$ cat src/rtl/sobel_stream_bridge.sv
// sobel_stream_bridge
//   Bridges an AXI4-Stream pixel source/sink to a fixed-latency, stall-driven
//   Sobel pipeline. Input beats are fed while output credit allows, the pipe
//   is flushed with zero beats at end of frame, warm-up results are dropped
//   by a keep-tag shifter and kept results are buffered in a FWFT FIFO that
//   feeds the AXI4-Stream master. The pipe is reset for one cycle between
//   frames so its internal row/column counters realign.
//
// Ports
//   clk, aresetn             clock, synchronous active-low reset
//   s_axis_t{data,valid,ready,last}  pixel input (tlast is only checked)
//   pipe_data, pipe_stall    beat and hold to the pipeline
//   pipe_aresetn             pipeline reset, active-low
//   pipe_out                 pipeline result
//   m_axis_t{data,valid,ready,last}  result output, tlast on beat N-1
//   frame_busy               first accepted beat .. tlast handshake
//   tlast_err                sticky input framing error
module sobel_stream_bridge #(
  parameter int unsigned PIXELS_PER_BEAT = 16,
  parameter int unsigned DATA_WIDTH      = 8 * PIXELS_PER_BEAT,
  parameter int unsigned IMAGE_DIM       = 512,
  parameter int unsigned PIPE_LATENCY    = 24,
  parameter int unsigned SKIP_BEATS      = IMAGE_DIM / PIXELS_PER_BEAT,
  parameter int unsigned FIFO_DEPTH      = 32
) (
  input  logic                  clk,
  input  logic                  aresetn,
  input  logic [DATA_WIDTH-1:0] s_axis_tdata,
  input  logic                  s_axis_tvalid,
  output logic                  s_axis_tready,
  input  logic                  s_axis_tlast,
  output logic [DATA_WIDTH-1:0] pipe_data,
  output logic                  pipe_stall,
  output logic                  pipe_aresetn,
  input  logic [DATA_WIDTH-1:0] pipe_out,
  output logic [DATA_WIDTH-1:0] m_axis_tdata,
  output logic                  m_axis_tvalid,
  input  logic                  m_axis_tready,
  output logic                  m_axis_tlast,
  output logic                  frame_busy,
  output logic                  tlast_err
);

  localparam int unsigned N    = IMAGE_DIM * IMAGE_DIM / PIXELS_PER_BEAT;
  localparam int unsigned F    = SKIP_BEATS + PIPE_LATENCY;
  localparam int unsigned EW   = $clog2(N + F + 1);
  localparam int unsigned OW   = $clog2(N + 1);
  localparam int unsigned IW   = $clog2(PIPE_LATENCY + 1);
  localparam int unsigned PW   = $clog2(FIFO_DEPTH);
  localparam int unsigned CNTW = PW + 1;
  localparam int unsigned CW   = $clog2(FIFO_DEPTH + PIPE_LATENCY + 1);

  typedef enum logic [1:0] {FEED, FLUSH, DRAIN, RESTART} state_t;

  state_t                  state_q, state_d;
  logic [EW-1:0]           e_q;          // enabled-cycle index within frame
  logic [OW-1:0]           out_cnt_q;    // kept results pushed this frame
  logic [PIPE_LATENCY-1:0] tag_q;        // keep tags travelling with the pipe
  logic [IW-1:0]           inflight_q;   // number of set bits in tag_q
  logic                    frame_busy_q;
  logic                    tlast_err_q;

  logic [DATA_WIDTH:0]     mem_q [FIFO_DEPTH];
  logic [PW-1:0]           wr_q, rd_q;
  logic [CNTW-1:0]         count_q;

  logic en, credit_ok, tag_in, tail, push, pop, head_last, feed_acc;

  // Credit reserves a FIFO slot for every kept beat still inside the pipe,
  // so a push can never find the FIFO full.
  assign credit_ok = (CW'(count_q) + CW'(inflight_q)) < CW'(FIFO_DEPTH);
  assign tag_in    = (e_q >= EW'(SKIP_BEATS)) && (e_q < EW'(SKIP_BEATS + N));
  assign tail      = tag_q[PIPE_LATENCY-1];
  assign push      = en & tail;
  assign head_last = mem_q[rd_q][DATA_WIDTH];
  assign pop       = m_axis_tvalid & m_axis_tready;
  assign feed_acc  = (state_q == FEED) & s_axis_tvalid & s_axis_tready;

  always_comb begin
    state_d       = state_q;
    en            = 1'b0;
    s_axis_tready = 1'b0;
    pipe_data     = '0;
    case (state_q)
      FEED: begin
        s_axis_tready = credit_ok;
        pipe_data     = s_axis_tdata;
        en            = s_axis_tvalid & credit_ok;
        if (en && (e_q == EW'(N - 1))) state_d = FLUSH;
      end
      FLUSH: begin
        en = credit_ok;
        if (en && (e_q == EW'(N + F - 1))) state_d = DRAIN;
      end
      DRAIN: begin
        if (pop && head_last) state_d = RESTART;
      end
      RESTART: state_d = FEED;
      default: state_d = RESTART;
    endcase
  end

  assign pipe_stall   = ~en;
  assign pipe_aresetn = aresetn & (state_q != RESTART);

  always_ff @(posedge clk) begin
    if (!aresetn) state_q <= RESTART;
    else          state_q <= state_d;
  end

  always_ff @(posedge clk) begin
    if (!aresetn || (state_q == RESTART)) begin
      e_q        <= '0;
      out_cnt_q  <= '0;
      tag_q      <= '0;
      inflight_q <= '0;
    end else if (en) begin
      e_q        <= e_q + EW'(1);
      tag_q      <= (tag_q << 1) | PIPE_LATENCY'(tag_in);
      inflight_q <= inflight_q + IW'(tag_in) - IW'(tail);
      out_cnt_q  <= out_cnt_q + OW'(tail);
    end
  end

  always_ff @(posedge clk) begin
    if (!aresetn) begin
      frame_busy_q <= 1'b0;
      tlast_err_q  <= 1'b0;
    end else begin
      if (feed_acc) frame_busy_q <= 1'b1;
      else if (pop && m_axis_tlast) frame_busy_q <= 1'b0;
      // In FEED the enabled-cycle index equals the accepted-beat count.
      if (feed_acc && (s_axis_tlast != (e_q == EW'(N - 1)))) tlast_err_q <= 1'b1;
    end
  end

  assign frame_busy = frame_busy_q;
  assign tlast_err  = tlast_err_q;

  always_ff @(posedge clk) begin
    if (push) mem_q[wr_q] <= {(out_cnt_q == OW'(N - 1)), pipe_out};
  end

  always_ff @(posedge clk) begin
    if (!aresetn) begin
      wr_q    <= '0;
      rd_q    <= '0;
      count_q <= '0;
    end else begin
      if (push) wr_q <= wr_q + PW'(1);
      if (pop)  rd_q <= rd_q + PW'(1);
      count_q <= count_q + CNTW'(push) - CNTW'(pop);
    end
  end

  assign m_axis_tvalid = (count_q != '0);
  assign m_axis_tdata  = mem_q[rd_q][DATA_WIDTH-1:0];
  assign m_axis_tlast  = m_axis_tvalid & head_last;

endmodule

$ cat config.mk
export PLATFORM = sky130hd
export DESIGN_NAME = sobel_stream_bridge
export DESIGN_NICKNAME = d
export VERILOG_FILES = /design/src/rtl/sobel_stream_bridge.sv
export SDC_FILE = /design/constraint.sdc
export NUM_CORES = 2
export LEC_CHECK = 0
export BUFFER_PORTS_ARGS = -buffer_cell sky130_fd_sc_hd__buf_4
export CAP_MARGIN = 20
export CELL_PAD_IN_SITES_DETAIL_PLACEMENT = 0
export CELL_PAD_IN_SITES_GLOBAL_PLACEMENT = 1
export CORE_AREA = 2 2 768 388
export CTS_CLUSTER_DIAMETER = 120
export DETAILED_ROUTE_END_ITERATION = 10
export DIE_AREA = 0 0 770 390
export GPL_ROUTABILITY_DRIVEN = 0
export PLACE_DENSITY = 0.84
export SKIP_LAST_GASP = 1
export SLEW_MARGIN = 30
export SYNTH_ARGS = -nofsm -noshare
export SYNTH_HDL_FRONTEND = slang
export SYNTH_MEMORY_MAX_BITS = 65536
export SYNTH_SLANG_ARGS = --single-unit
export TNS_END_PERCENT = 1
$ cat constraint.sdc
create_clock -name clk -period 15.5 [get_ports clk]
set_clock_uncertainty 0.2 [all_clocks]
set_input_delay 1.55 -clock clk [delete_from_list [all_inputs] [get_ports clk]]
set_output_delay 1.55 -clock clk [all_outputs]
set_load 0.01 [all_outputs]
==> results by stage <==
Outcome:
- The run finished with clean final reports.

STA:
- Derived from the worst setup path, the maximum achievable clock frequency is 127 MHz.
- The max-slew violation count is 0.
- Setup slack closes at 7.64 ns.
- The final critical-path share of the clock period is 50.7%.
- The worst slew margin relative to its limit is 27.8%.
- The final count of hold timing violations is 0.
- At the pin with the least slew margin, the transition time is 1.08 ns.
- The setup TNS is 0 ns.
- The routed design could run at a clock period as short as 7.86 ns.
- Setup repair after global routing left no endpoint under its margin.
- Setup violations remaining at the end of the flow were counted as 0.

Clocking:
- TritonCTS built the clock tree.
- The clock reaches the later pin of the worst-skew pair after 0.91 ns.
- The number of levels in the clock H-tree is 5.
- The clock root buffer is sky130_fd_sc_hd__clkbuf_16.
- TritonCTS created 348 clock buffers.
- The clock passes through at most 4 buffers.
- The post-CTS setup repair buffer count is 0.
- Once the clock tree was built, the resizer swapped 0 gates to a different size.
- The number of hold-repair buffers added at the cts stage is 0.
- After clock tree synthesis, the clock-pin slew on the worst setup and hold paths is 0.06 ns.
- For this design, the sink count on the clock tree is 4212.

Global routing:
- Entering global routing, the biggest net connects 170 pins.
- Summed over all layers, the global routing overflow is 0.
- The first-pass GRT wire length is 578000 um.
- The number of global-route vias before repair is 75900.
- The overall fraction of global-route tracks in use is 27.4%.
- The initial antenna violation count is 37.

Setup path:
- The data required time at the worst endpoint is 13.75 ns.
- In this run the critical register-to-register path is launched from inflight_q[4]$_SDFFE_PN0N_.
- The start-to-end type of the worst setup path is reg -> out.
- For flop-to-flop paths, the worst setup slack is 9.92 ns.
- The signal arrival time at the worst endpoint is 6.11 ns.
- STA classifies the critical path endpoint as a primary output.
- STA classifies the critical path startpoint as a flop.
- In this run the critical register-to-register path is captured at mem_q[16][63]$_DFFE_PP_.
- The maximum net fanout on the critical path is 81.
- The number of cells on the worst reg-to-reg path is 8.

Power:
- The analysis attributes to net switching a power of 6.03 mW.
- The total power density per cell area is 141 nW/um^2.
- The maximum resistive drop on vdd is 0.110 mV.
- Per report_power, the sequential group accounts for 49.0% of the total.
- In this run the static leakage power is 55.8 nW.
- Combinational logic is responsible for 16.6% of the overall power.
- The proportion of total power due to net switching is 23.6%.
- Internal power comes to 19.6 mW.
- The clock network power share is 34.4%.

Synth:
- The number of distinct library cells after synthesis is 47.
- The number of instances in the synthesized netlist is 6526.
- The post-synth net total is 6819.
- The proportion of register bits with asynchronous set or reset after synthesis is 0%.
- The synthesized netlist occupies a cell area of 161000 sq um.
- In this run the mean area of a mapped cell was 24.6 sq um.
- Of the post-synthesis cell area, the dominant cell type holds 77.1%.
- By area the synthesized netlist is led by sky130_fd_sc_hd__edfxtp_1 (77%), sky130_fd_sc_hd__mux4_2 (18%), sky130_fd_sc_hd__dfxtp_1 (1.0%).
- The most used flip-flop cell after synthesis is sky130_fd_sc_hd__edfxtp_1.
- The number of flops mapped to enable cells by yosys is 4128.
- The number of storage elements in the synthesis netlist is 4212.
- Sorting the synthesized cells by how often they occur yields sky130_fd_sc_hd__edfxtp_1 (4128), sky130_fd_sc_hd__mux4_2 (1285), sky130_fd_sc_hd__clkbuf_1 (179).
- The synthesized design spends more area on one cell type than any other, namely sky130_fd_sc_hd__edfxtp_1.
- Among all cell types in the netlist, the one instantiated most often is sky130_fd_sc_hd__edfxtp_1.
- Summing the sequential cell areas from Yosys gives 78.1% of the chip area.
- For this run, the number of Yosys warnings is 0.

Route:
- After detailed routing, the total wire length is 413000 um.
- The detailed router placed 76100 vias in this run.
- In the final routed layout, each cell accounts on average for 36.1 um.
- The first-pass detailed-route iteration total is 6.
- The via density per instance is 6.65.
- The DRC violation total after the first TritonRoute iteration is 11200.
- After detailed routing, the number of remaining DRC violations is 0.
- The residual antenna-violating net count after detailed routing is 0.

Worst hold path:
- The class of the tightest hold or removal check is reg -> reg.
- The launch instance of the worst min-delay path is tag_q[18]$_SDFFE_PN0N_.
- The hold path endpoint is tag_q[19]$_SDFFE_PN0N_.
- Counting instances, the worst hold path has a depth of 2.

Final layout:
- The final net count is 7518.
- The filler cells instantiated in the layout total 19000.
- The post-route netlist has 35.2% of its cells at a drive strength greater than 1.
- After routing the design area is 182000 sq um.
- The synthesis-to-layout area growth is 12.9%.
- The number of standard cells in the layout, taps in and fillers out is 11400.

Die:
- For this configuration, the core starts out at a cell density of 54.8%.
- The floorplan step defined a die boundary enclosing 300000 sq um.
- The count of boundary I/O pins is 524.
- The area of the core is 294000 sq um.
- The initialized floorplan defines 141 standard-cell rows.
- The vertical die dimension is 390 um.
- The horizontal die dimension is 770 um.

Placement:
- The placement-stage worst setup slack is 8.23 ns.
- The half-perimeter wire length of the detailed placement result is 198000 um.
- Buffers placed on the I/O ports in this run total 523.
- In this run the cell area measured after placement is 170000 sq um.
- The number of placed instances, taps included, is 10800.

Flow run:
- Across the run, the number of max-cap violations was 0.
critical path, cell delays in order, from the launching register on:
cell and delay (ns):
sky130_fd_sc_hd__dfxtp_4 0.65, sky130_fd_sc_hd__buf_12 0.28, sky130_fd_sc_hd__buf_12 0.48, sky130_fd_sc_hd__buf_16 0.40, sky130_fd_sc_hd__buf_4 0.67, sky130_fd_sc_hd__buf_12 0.41
sky130_fd_sc_hd__buf_16 0.52, sky130_fd_sc_hd__mux4_2 0.60, sky130_fd_sc_hd__mux4_2 0.54, sky130_fd_sc_hd__mux2_2 0.30, sky130_fd_sc_hd__buf_4 0.15
logic make-up (layout without fill, tap and decap cells):
| logic type | Yosys count | count (layout) | synth area share [%] |
|---|---|---|---|
| mux | 1424 | 1424 | 19.0 |
| other cells | 0 | 20 | 0 |
| compound gates | 64 | 64 | 0.226 |
| fa+ha+maj | 32 | 32 | 0.258 |
| buf+inv | 377 | 1340 | 0.995 |
| simple gates | 375 | 375 | 1.19 |
| flops | 4212 | 4212 | 78.1 |
| xor+xnor | 42 | 42 | 0.229 |
final cells by class:
class	count	area [sq um]	share of cell area [%]
Multi-Input combinational cell	1937	33800	18.6
Tap cell	3932	4920	2.71
Antenna cell	20	50.0	0.0276
Clock buffer	431	9220	5.08
Clock inverter	183	1850	1.02
Sequential cell	4212	126000	69.2
Timing Repair Buffer	691	5940	3.27
Inverter	35	144	0.0792
routing by layer:
| metal | wire (um) | vias to the layer above | GRT usage [%] |
|---|---|---|---|
| li1 | - | 29400 | - |
| met1 | 155000 | 40700 | 40.2 |
| met2 | 195000 | 5302 | 41.8 |
| met3 | 52500 | 700 | 7.15 |
| met4 | 11100 | 30 | 7.26 |
| met5 | 289 | - | 0.271 |
worst max-delay path by stage:
stage                        startpoint                     end  slack [ns]  cells after the start
after global routing               flop        m_axis_tdata[59]        7.13                     10
after global placement             flop       m_axis_tdata[101]        8.38                      7
after CTS                          flop       m_axis_tdata[106]        7.23                      8
after floorplan           s_axis_tvalid  mem_q[21][0]$_DFFE_PP_        6.61                      7
final                              flop        m_axis_tdata[59]        7.64                     10
after detailed placement           flop        m_axis_tdata[99]        8.23                      8
power by group through the flow:
| stage | combinational (mW) | clock, mW | sequential, mW |
|---|---|---|---|
| after CTS | 4.28 | 8.90 | 12.5 |
| after floorplan | 3.08 | 0 | 12.8 |
| after detailed placement | 4.24 | 0 | 12.8 |
| final | 4.25 | 8.82 | 12.5 |
| after global routing | 4.53 | 9.32 | 12.5 |
| after global placement | 4.12 | 0 | 12.8 |
through the flow:
stage                     util, %  total power [mW]  hold WS (ns)
after global routing         61.9              26.4         0.268
after detailed placement     58.0              17.0         0.245
after floorplan                 -              15.8         0.232
final                        61.9              25.6         0.249
after CTS                    61.8              25.7         0.254
after global placement       57.8              16.9         0.236
state kept, by name (all words and copies together), names as in the netlist, named ones only:
signal and flops:
rd_q 5, tlast_err 1, count_q 6, state_q 2, inflight_q 5, wr_q 5, mem_q 4128, out_cnt_q 15
tag_q 24, frame_busy 1, e_q 15
placed cells by master (no fill, tap or decap), types with 26 or more instances in the layout:
cell type	instances
sky130_fd_sc_hd__inv_1	33
sky130_fd_sc_hd__ha_1	29
sky130_fd_sc_hd__edfxtp_1	4128
sky130_fd_sc_hd__buf_4	633
sky130_fd_sc_hd__nor2_4	32
sky130_fd_sc_hd__xnor2_1	26
sky130_fd_sc_hd__clkbuf_16	355
sky130_fd_sc_hd__nand2_1	82
sky130_fd_sc_hd__mux2_2	135
sky130_fd_sc_hd__mux4_2	1285
sky130_fd_sc_hd__a21oi_1	41
sky130_fd_sc_hd__buf_12	27
sky130_fd_sc_hd__clkinv_1	60
sky130_fd_sc_hd__dfxtp_1	80
sky130_fd_sc_hd__and2_1	132
sky130_fd_sc_hd__clkinv_2	62
sky130_fd_sc_hd__nor2_1	55
sky130_fd_sc_hd__bufinv_16	33
sky130_fd_sc_hd__clkbuf_1	71
Power figures use the tool's default switching activity.
